**src/rtl/c64_bus_arbiter_if.sv**
```systemverilog
// Bus bundle shared by the 6502 core, the video fetch unit and memory.
// The master modport is the arbiter's view; slave is the surrounding system.
interface c64_bus_arbiter_if;
    logic [15:0] cpu_ab;
    logic [7:0]  cpu_do;
    logic        cpu_we;
    logic [7:0]  cpu_di;
    logic        cpu_ce;
    logic        vid_req;
    logic        vid_steal;
    logic [15:0] vid_ab;
    logic [7:0]  vid_di;
    logic        vid_ack;
    logic        ba;
    logic [15:0] mem_ab;
    logic [7:0]  mem_do;
    logic        mem_we;
    logic [7:0]  mem_di;

    modport master (
        input  cpu_ab, cpu_do, cpu_we, vid_req, vid_steal, vid_ab, mem_di,
        output cpu_di, cpu_ce, vid_di, vid_ack, ba, mem_ab, mem_do, mem_we
    );

    modport slave (
        output cpu_ab, cpu_do, cpu_we, vid_req, vid_steal, vid_ab, mem_di,
        input  cpu_di, cpu_ce, vid_di, vid_ack, ba, mem_ab, mem_do, mem_we
    );
endinterface

```
**src/rtl/c64_bus_arbiter.sv**
```systemverilog
// Two-phase bus arbiter between the 6502 core and video fetch with a BA/halt/steal FSM.
// Optional macro ARB_WRITE_SLIP_EN: CPU writes keep their slot during the BA warning.
module c64_bus_arbiter #(
    parameter int BA_LEAD = 3
) (
    input  logic               clk,
    input  logic               reset,
    c64_bus_arbiter_if.master  bus
);
    typedef enum logic [1:0] {RUN, WARN, HALT, STEAL} state_t;

    state_t      state, state_nx;
    logic        phase;
    logic [2:0]  cnt, cnt_nx;
    logic [7:0]  cpu_di_q;
    logic        grant_cpu, grant_vid;

    always_ff @(posedge clk or posedge reset) begin
        if (reset) begin
            phase    <= 1'b0;
            state    <= RUN;
            cnt      <= '0;
            cpu_di_q <= '0;
        end else begin
            phase <= ~phase;
            if (phase) begin
                state <= state_nx;
                cnt   <= cnt_nx;
            end
            if (grant_cpu)
                cpu_di_q <= bus.mem_di;
        end
    end

    // Next state is only committed at the end of a CPU slot (phase 1).
    always_comb begin
        state_nx = state;
        cnt_nx   = cnt;
        case (state)
            RUN: begin
                if (bus.vid_steal) begin
                    cnt_nx = 3'(BA_LEAD);
                    if (BA_LEAD == 0)
                        state_nx = STEAL;
                    else
                        state_nx = WARN;
                end
            end
            WARN, HALT: begin
                if (!bus.vid_steal) begin
                    state_nx = RUN;
                    cnt_nx   = '0;
                end else if (cnt == 3'd1) begin
                    state_nx = STEAL;
                end else begin
                    cnt_nx = cnt - 3'd1;
`ifdef ARB_WRITE_SLIP_EN
                    if (state == WARN && !bus.cpu_we)
                        state_nx = HALT;
`endif
                end
            end
            STEAL: begin
                if (!bus.vid_steal)
                    state_nx = RUN;
            end
            default: state_nx = RUN;
        endcase
    end

    always_comb begin
        grant_cpu = 1'b0;
        grant_vid = 1'b0;
        if (phase) begin
            case (state)
                RUN:   grant_cpu = 1'b1;
`ifdef ARB_WRITE_SLIP_EN
                WARN:  grant_cpu = bus.cpu_we;
`else
                WARN:  grant_cpu = 1'b0;
`endif
                STEAL: grant_vid = 1'b1;
                default: ;
            endcase
        end

        bus.ba      = (state == RUN);
        bus.cpu_ce  = grant_cpu;
        bus.mem_ab  = grant_cpu ? bus.cpu_ab : bus.vid_ab;
        bus.mem_do  = bus.cpu_do;
        bus.mem_we  = grant_cpu & bus.cpu_we;
        bus.vid_ack = !reset && (phase ? (grant_vid & bus.vid_steal) : bus.vid_req);
        bus.vid_di  = bus.mem_di;
        bus.cpu_di  = grant_cpu ? bus.mem_di : cpu_di_q;
    end
endmodule

```
**src/flat_wrapper.sv**
```systemverilog
// flat-port wrapper written by rule: the top's interface ports become plain ports
module c64_bus_arbiter_flat 
#(
    parameter int BA_LEAD = 3
)
  (clk, reset, bus_cpu_ab, bus_cpu_do, bus_cpu_we, bus_vid_req, bus_vid_steal, bus_vid_ab, bus_mem_di, bus_cpu_di, bus_cpu_ce, bus_vid_di, bus_vid_ack, bus_ba, bus_mem_ab, bus_mem_do, bus_mem_we);
  c64_bus_arbiter_if bus_i ();
  input  logic clk;
  input  logic reset;
  input wire logic [$bits(bus_i.cpu_ab)-1:0] bus_cpu_ab;
  input wire logic [$bits(bus_i.cpu_do)-1:0] bus_cpu_do;
  input wire logic [$bits(bus_i.cpu_we)-1:0] bus_cpu_we;
  input wire logic [$bits(bus_i.vid_req)-1:0] bus_vid_req;
  input wire logic [$bits(bus_i.vid_steal)-1:0] bus_vid_steal;
  input wire logic [$bits(bus_i.vid_ab)-1:0] bus_vid_ab;
  input wire logic [$bits(bus_i.mem_di)-1:0] bus_mem_di;
  output wire logic [$bits(bus_i.cpu_di)-1:0] bus_cpu_di;
  output wire logic [$bits(bus_i.cpu_ce)-1:0] bus_cpu_ce;
  output wire logic [$bits(bus_i.vid_di)-1:0] bus_vid_di;
  output wire logic [$bits(bus_i.vid_ack)-1:0] bus_vid_ack;
  output wire logic [$bits(bus_i.ba)-1:0] bus_ba;
  output wire logic [$bits(bus_i.mem_ab)-1:0] bus_mem_ab;
  output wire logic [$bits(bus_i.mem_do)-1:0] bus_mem_do;
  output wire logic [$bits(bus_i.mem_we)-1:0] bus_mem_we;
  assign bus_i.cpu_ab = bus_cpu_ab;
  assign bus_i.cpu_do = bus_cpu_do;
  assign bus_i.cpu_we = bus_cpu_we;
  assign bus_i.vid_req = bus_vid_req;
  assign bus_i.vid_steal = bus_vid_steal;
  assign bus_i.vid_ab = bus_vid_ab;
  assign bus_i.mem_di = bus_mem_di;
  assign bus_cpu_di = bus_i.cpu_di;
  assign bus_cpu_ce = bus_i.cpu_ce;
  assign bus_vid_di = bus_i.vid_di;
  assign bus_vid_ack = bus_i.vid_ack;
  assign bus_ba = bus_i.ba;
  assign bus_mem_ab = bus_i.mem_ab;
  assign bus_mem_do = bus_i.mem_do;
  assign bus_mem_we = bus_i.mem_we;
  c64_bus_arbiter #(.BA_LEAD(BA_LEAD)) u_core (.clk(clk), .reset(reset), .bus(bus_i));
endmodule
```
**config.mk**
```make
export PLATFORM = sky130hd
export DESIGN_NAME = c64_bus_arbiter_flat
export DESIGN_NICKNAME = d
export VERILOG_FILES = /design/src/rtl/c64_bus_arbiter_if.sv /design/src/rtl/c64_bus_arbiter.sv /design/src/flat_wrapper.sv
export SDC_FILE = /design/constraint.sdc
export NUM_CORES = 1
export LEC_CHECK = 0
export ABC_AREA = 1
export ABC_CLOCK_PERIOD_IN_PS = 1300
export BUFFER_PORTS_ARGS = -buffer_cell sky130_fd_sc_hd__buf_2
export CAP_MARGIN = 20
export CORE_MARGIN = 1.5
export CORE_UTILIZATION = 36
export CTS_BUF_LIST = sky130_fd_sc_hd__clkbuf_2 sky130_fd_sc_hd__clkbuf_4 sky130_fd_sc_hd__clkbuf_8
export CTS_CLUSTER_DIAMETER = 30
export CTS_CLUSTER_SIZE = 25
export DETAILED_ROUTE_END_ITERATION = 8
export PLACE_DENSITY = 0.8
export SYNTH_ARGS = -nofsm -noshare
export SYNTH_HDL_FRONTEND = slang
export SYNTH_SLANG_ARGS = --single-unit
```
**constraint.sdc**
```tcl
create_clock -name clk -period 1.3 [get_ports clk]
set_input_delay 0.195 -clock clk [delete_from_list [all_inputs] [get_ports clk]]
set_output_delay 0.195 -clock clk [all_outputs]
set_load 0.02 [all_outputs]
```
# After elaboration in Yosys (flattened, before gate mapping)
# Index checks and enable logic that the tools add are counted.
[op_classes]
bitwise_logic = 3
n_addsub = 1
n_reduce_logical = 7
mux = 16
eq_ne = 8
[op_table]
columns = ["cell", "count"]
rows = [
  ["two-way mux 16 bit", 1],
  ["two-way mux 3 bit", 3],
  ["two-way mux 2 bit", 4],
  ["two-way mux 8 bit", 1],
  ["AND reduction 4 bit", 2],
  ["case mux 2 bit (3 select lines)", 1],
  ["case mux 3 bit (2 select lines)", 1],
  ["two-way mux 1 bit", 5],
  ["== test 2 bit, second input constant", 2],
  ["inequality test 2 bit, second input constant", 2],
  ["== test 3 x 1 -> 1 bit, second input constant", 1],
  ["inequality test 3 x 2 -> 1 bit, second input constant", 1],
  ["inequality test 3 bit, second input constant", 1],
  ["subtractor 3 x 1 -> 3 bit, second input constant", 1],
  ["bitwise AND 1 bit", 2],
  ["== test 2 x 1 -> 1 bit, second input constant", 1],
  ["zero test 2 bit", 1],
  ["nonzero test 2 bit", 1],
  ["OR reduction 2 bit", 1],
  ["logical AND 1 bit", 1],
  ["zero test 1 bit", 1],
  ["inverter 1 bit", 1],
]
[word_totals]
in_bits = 53
reg_bits = 14
elab_cells = 39
out_inout_bits = 44

# Longest topological paths before layout
[depth]
word_depth = 6
ltp_mapped = 8
ltp_nobuf = 8

# Worst setup path before layout
# Ideal clock, no wire load.
[synth_timing]
path_type = "flip-flop to output port"
startpoint = "register u_core.state[0]"
endpoint = "output port bus_mem_we"
arrival_ns = 1.443
required_ns = 1.105
setup_slack_ns = -0.338
path_stages_with_launch = 6
path_buffers = 1
path_cell_list = "dfrtp_1 inv_1 ha_1 nand2_4 buf_2 nor2_1"
[synth_via]
elab_chain_cells = 4
[synth_lines]
columns = ["element", "line_no", "source"]
rows = [
  ["from (decl)", "c64_bus_arbiter.sv:12", "state_t state, state_nx;"],
  ["from (signal assigned)", "c64_bus_arbiter.sv:27", "state <= state_nx;"],
  ["zero test 2 bit", "-", ""],
  ["via bus_ba", "flat_wrapper.sv:21", "output wire logic [$bits(bus_i.ba)-1:0] bus_ba;"],
  ["two-way mux 1 bit", "c64_bus_arbiter.sv:75", "case (state)"],
  ["two-way mux 1 bit", "c64_bus_arbiter.sv:74", "if (phase) begin"],
  ["bitwise AND 1 bit", "c64_bus_arbiter.sv:91", "bus.mem_we = grant_cpu & bus.cpu_we;"],
  ["to (decl)", "flat_wrapper.sv:24", "output wire logic [$bits(bus_i.mem_we)-1:0] bus_mem_we;"],
]
# The timed path passes the listed nets, and every way through them passes these cells.

# Worst setup path in the final report
[layout_timing]
startpoint = "register u_core.state[1]"
endpoint = "output port bus_mem_ab[10]"
[layout_via]
elab_chain_cells = 4
[layout_lines]
columns = ["element", "line_no", "source"]
rows = [
  ["zero test 2 bit", "c64_bus_arbiter.sv:75", ""],
  ["two-way mux 1 bit", "c64_bus_arbiter.sv:75", ""],
  ["two-way mux 1 bit", "c64_bus_arbiter.sv:74", ""],
  ["two-way mux 16 bit", "c64_bus_arbiter.sv:89", "bus.mem_ab = grant_cpu ? bus.cpu_ab : bus.vid_ab;"],
  ["to (decl)", "flat_wrapper.sv:22", "output wire logic [$bits(bus_i.mem_ab)-1:0] bus_mem_ab;"],
]
# Every way passes these cells.

==> insert_results.sql <==
INSERT INTO impl_metrics (metric_group, metric, value, unit) VALUES
('place', 'gp_congestion', '0.820', ''),
('timing', 'rsz0062_at_grt', 'yes', ''),
('min_path', 'worst_hold_path_type', 'in -> reg', ''),
('status', 'status', 'complete, but fails checks', ''),
('timing', 'post-route-period-util', '1.28', ''),
('global_route', 'wire_length_of_the_first_global_routing_pass', '4.59', 'mm'),
('clock_tree', 'h-tree-depth', '1', ''),
('timing', 'finalSetupViolations', '30', ''),
('floorplan', 'ios', '97', ''),
('timing', 'fin_worst_hold_slack', '0.149', 'ns'),
('clock_tree', 'tritoncts', 'built', ''),
('timing', 'worst_slack', '-0.361', 'ns'),
('global_route', 'number_of_antenna_violations_at_the_first_check_in_global_routing', '0', ''),
('clock_tree', 'worst_skew_pair.late_latency', '0.28', 'ns'),
('routing', 'detailedRoute.firstIterationViolations', '30', ''),
('cells_and_area', 'final_util', '0.643', ''),
('setup_path', 'worst_setup_path_start_kind', 'register', ''),
('setup_path', 'worst_ep_arrival_time', '1.47', 'ns'),
('floorplan', 'rows', '20', ''),
('status', 'failed_checks', 'setup timing', ''),
('logic_synthesis', 'yosys.cell_types.count', '19', ''),
('clock_tree', 'clkSinkCount', '14', ''),
('routing', 'totalWireLength', '3.16', 'mm'),
('timing', 'timing_hold_violations_final', '0', ''),
('cells_and_area', 'final_cell_mix', '68 x sky130_fd_sc_hd__buf_2, 38 x sky130_fd_sc_hd__nand2_2, 34 x sky130_fd_sc_hd__nand2_1', ''),
('floorplan', 'floorplan_core_area', '0.00303', 'mm^2'),
('timing', 'worst_slew_pin_tran', '0.211', 'ns'),
('floorplan', 'initial_utilization', '0.377', ''),
('min_path', 'worstHoldStart', 'bus_mem_di[1]', ''),
('timing', 'post-route-min-period', '1.66', 'ns'),
('timing', 'timing.final.max_slew_violations', '0', ''),
('clock_tree', 'clk_pin_slew', '0.08', 'ns'),
('timing', 'fin_skew', '0.000992', 'ns'),
('logic_synthesis', 'syn_nets', '222', ''),
('global_route', 'first_global_vias', '1059', ''),
('routing', 'detail_route.vias_per_cell', '4.45', ''),
('logic_synthesis', 'yosysWarnings', '0', ''),
('routing', 'dr_total_vias', '1291', ''),
('cells_and_area', 'layout.cells.non_filler', '290', ''),
('routing', 'detailedRoute.firstPassIterationCount', '3', ''),
('power_and_ir_drop', 'power.static_leakage', '1.10', 'nW'),
('setup_path', 'crit_path_max_incr_delay', '0.39', 'ns'),
('global_route', 'grt_start_max_net_pins', '15', ''),
('setup_path', 'cp_max_fo', '10', ''),
('logic_synthesis', 'syn_avg_cell_area', '6.92', 'um^2'),
('cells_and_area', 'layout-drive-gt1-share', '0.715', ''),
('logic_synthesis', 'synth.yosys.seq_area_share', '0.307', ''),
('clock_tree', 'cts-root-to-sink-buffers', '2', ''),
('cells_and_area', 'n_antenna_cell', '0', ''),
('power_and_ir_drop', 'powerDensity', '2800', 'mW/mm^2'),
('logic_synthesis', 'post_synth_inst_count', '165', ''),
('routing', 'routed_wire_length_per_instance', '10.9', 'um'),
('floorplan', 'floorplan.die.height', '59.3', 'um'),
('power_and_ir_drop', 'max-vdd-ir-drop', '1.65', 'mV'),
('setup_path', 'worstPathCellList', 'inv_2, ha_4, nand2_8, buf_8, nand2_1, nand2_4, buf_2', ''),
('clock_tree', 'number_of_buffers_created_by_cts', '3', ''),
('cells_and_area', 'finalNetCount', '304', ''),
('run', 'max_cap_viol_count', '0', ''),
('place', 'place_inst', '279', ''),
('cells_and_area', 'layout-area-overhead-vs-synth', '70.3', '%'),
('timing', 'max_slew_margin', '0.859', ''),
('setup_path', 'critPathLaunch', 'u_core.state[1]$_DFFE_PP0P_', ''),
('cells_and_area', 'mostFrequentLayoutCell', 'sky130_fd_sc_hd__buf_2', ''),
('place', 'port-buffer-count', '80', ''),
('global_route', 'grt_util_all_layers', '0.171', ''),
('logic_synthesis', 'synth-seq-cells', '14', ''),
('floorplan', 'die_area', '0.00352', 'mm^2'),
('setup_path', 'critPathRequiredTime', '1.11', 'ns'),
('setup_path', 'reg2reg_from', 'u_core.state[0]$_DFFE_PP0P_', ''),
('place', 'dp.final_hpwl', '2.34', 'mm'),
('power_and_ir_drop', 'total_power', '5.44', 'mW');
[path summary, 6_finish.rpt]
check                                          endpoint  slack (ns)  depth (start not counted)
max in group asynchronous        u_core.phase$_DFF_PP0_        0.60                          4
hold / removal             u_core.cpu_di_q[1]$_DFF_PP0_        0.15                          3
min in group asynchronous     u_core.cnt[2]$_DFFE_PP0P_        0.51                          4
setup reg to reg            u_core.state[0]$_DFFE_PP0P_       -0.13                          9
hold reg to reg            u_core.cpu_di_q[7]$_DFF_PP0_        0.48                          2
setup / recovery                         bus_mem_ab[10]       -0.36                          7
[layer usage]
metal,global-route usage,wire length [um],vias up,share of wire
met1,0.192,1240,592,0.39
li1,-,-,647,-
met3,0.0284,202,2,0.064
met4,0.0292,21,0,0.0067
met2,0.334,1690,50,0.54
met5,0,0,-,0
[cell families (layout without fill, tap and decap cells)]
kind of cell	count (synthesis)	in the layout	share of synthesized area
fa+ha+maj	4	4	0.0438
compound gates	4	4	0.0274
simple gates	110	110	0.428
flops	14	14	0.307
buf+inv	33	114	0.194
[per-stage QoR]
step,area (um^2),setup WS [ns]
after floorplan,1320,-0.0293
after global placement,1680,-0.0953
after detailed placement,1680,-0.140
after CTS,1870,-0.356
after global routing,1950,-0.425
final,1950,-0.361
[critical path, delay by kind of cell (launching register included)]
kind,cells,cell delay (ns)
adders and majority gates,1,0.16
buffers and inverters,3,0.39
and+or+nand+nor,3,0.25
DFF,1,0.39
[report_power, final]
group | internal (mW) | switching [mW] | total, mW
clock | 0.170 | 0.139 | 0.309
combinational | 1.77 | 2.60 | 4.37
sequential | 0.647 | 0.114 | 0.761
total | 2.59 | 2.85 | 5.44
[synth_stat cells]
| master | count | area, um^2 |
|---|---|---|
| sky130_fd_sc_hd__a21oi_1 | 1 | 5.00 |
| sky130_fd_sc_hd__a21oi_4 | 1 | 16.3 |
| sky130_fd_sc_hd__buf_12 | 2 | 40.0 |
| sky130_fd_sc_hd__buf_2 | 2 | 10.0 |
| sky130_fd_sc_hd__buf_4 | 16 | 120 |
| sky130_fd_sc_hd__dfrtp_1 | 14 | 350 |
| sky130_fd_sc_hd__ha_1 | 4 | 50.1 |
| sky130_fd_sc_hd__inv_1 | 10 | 37.5 |
| sky130_fd_sc_hd__inv_2 | 2 | 7.51 |
| sky130_fd_sc_hd__inv_4 | 1 | 6.26 |
| sky130_fd_sc_hd__nand2_1 | 76 | 285 |
| sky130_fd_sc_hd__nand2_2 | 19 | 119 |
| sky130_fd_sc_hd__nand2_4 | 1 | 11.3 |
| sky130_fd_sc_hd__nand3_1 | 2 | 10.0 |
| sky130_fd_sc_hd__nand3_2 | 1 | 10.0 |
| sky130_fd_sc_hd__nand4_1 | 4 | 25.0 |
| sky130_fd_sc_hd__nor2_1 | 6 | 22.5 |
| sky130_fd_sc_hd__o21ai_0 | 2 | 10.0 |
| sky130_fd_sc_hd__or2_1 | 1 | 6.26 |
[sequential cells by signal, indices dropped and copies added (netlist names)]
signal           cells
u_core.cnt           3
u_core.cpu_di_q      8
u_core.phase         1
u_core.state         2
[final cells by class]
type	instances	area [um^2]	share of cell area
tap	44	55.1	0.0283
sequential	14	352	0.181
timing repair buffer	96	591	0.304
multi-input combinational	118	842	0.433
timing repair inverter	1	8.76	0.00450
clock buffer	4	36.3	0.0186
inverter	13	61.3	0.0315
[repair_timing]
item                                    in CTS  in global routing
gates resized for setup                     34                 24
endpoints found under the hold margin       14                  0
setup buffers                                6                  4
hold buffers                                 1                  0
pin swaps                                    3                  4
cloned                                       1                  0
endpoints found under the setup margin      31                 33
No activity file was read; power rests on OpenSTA's default activity.
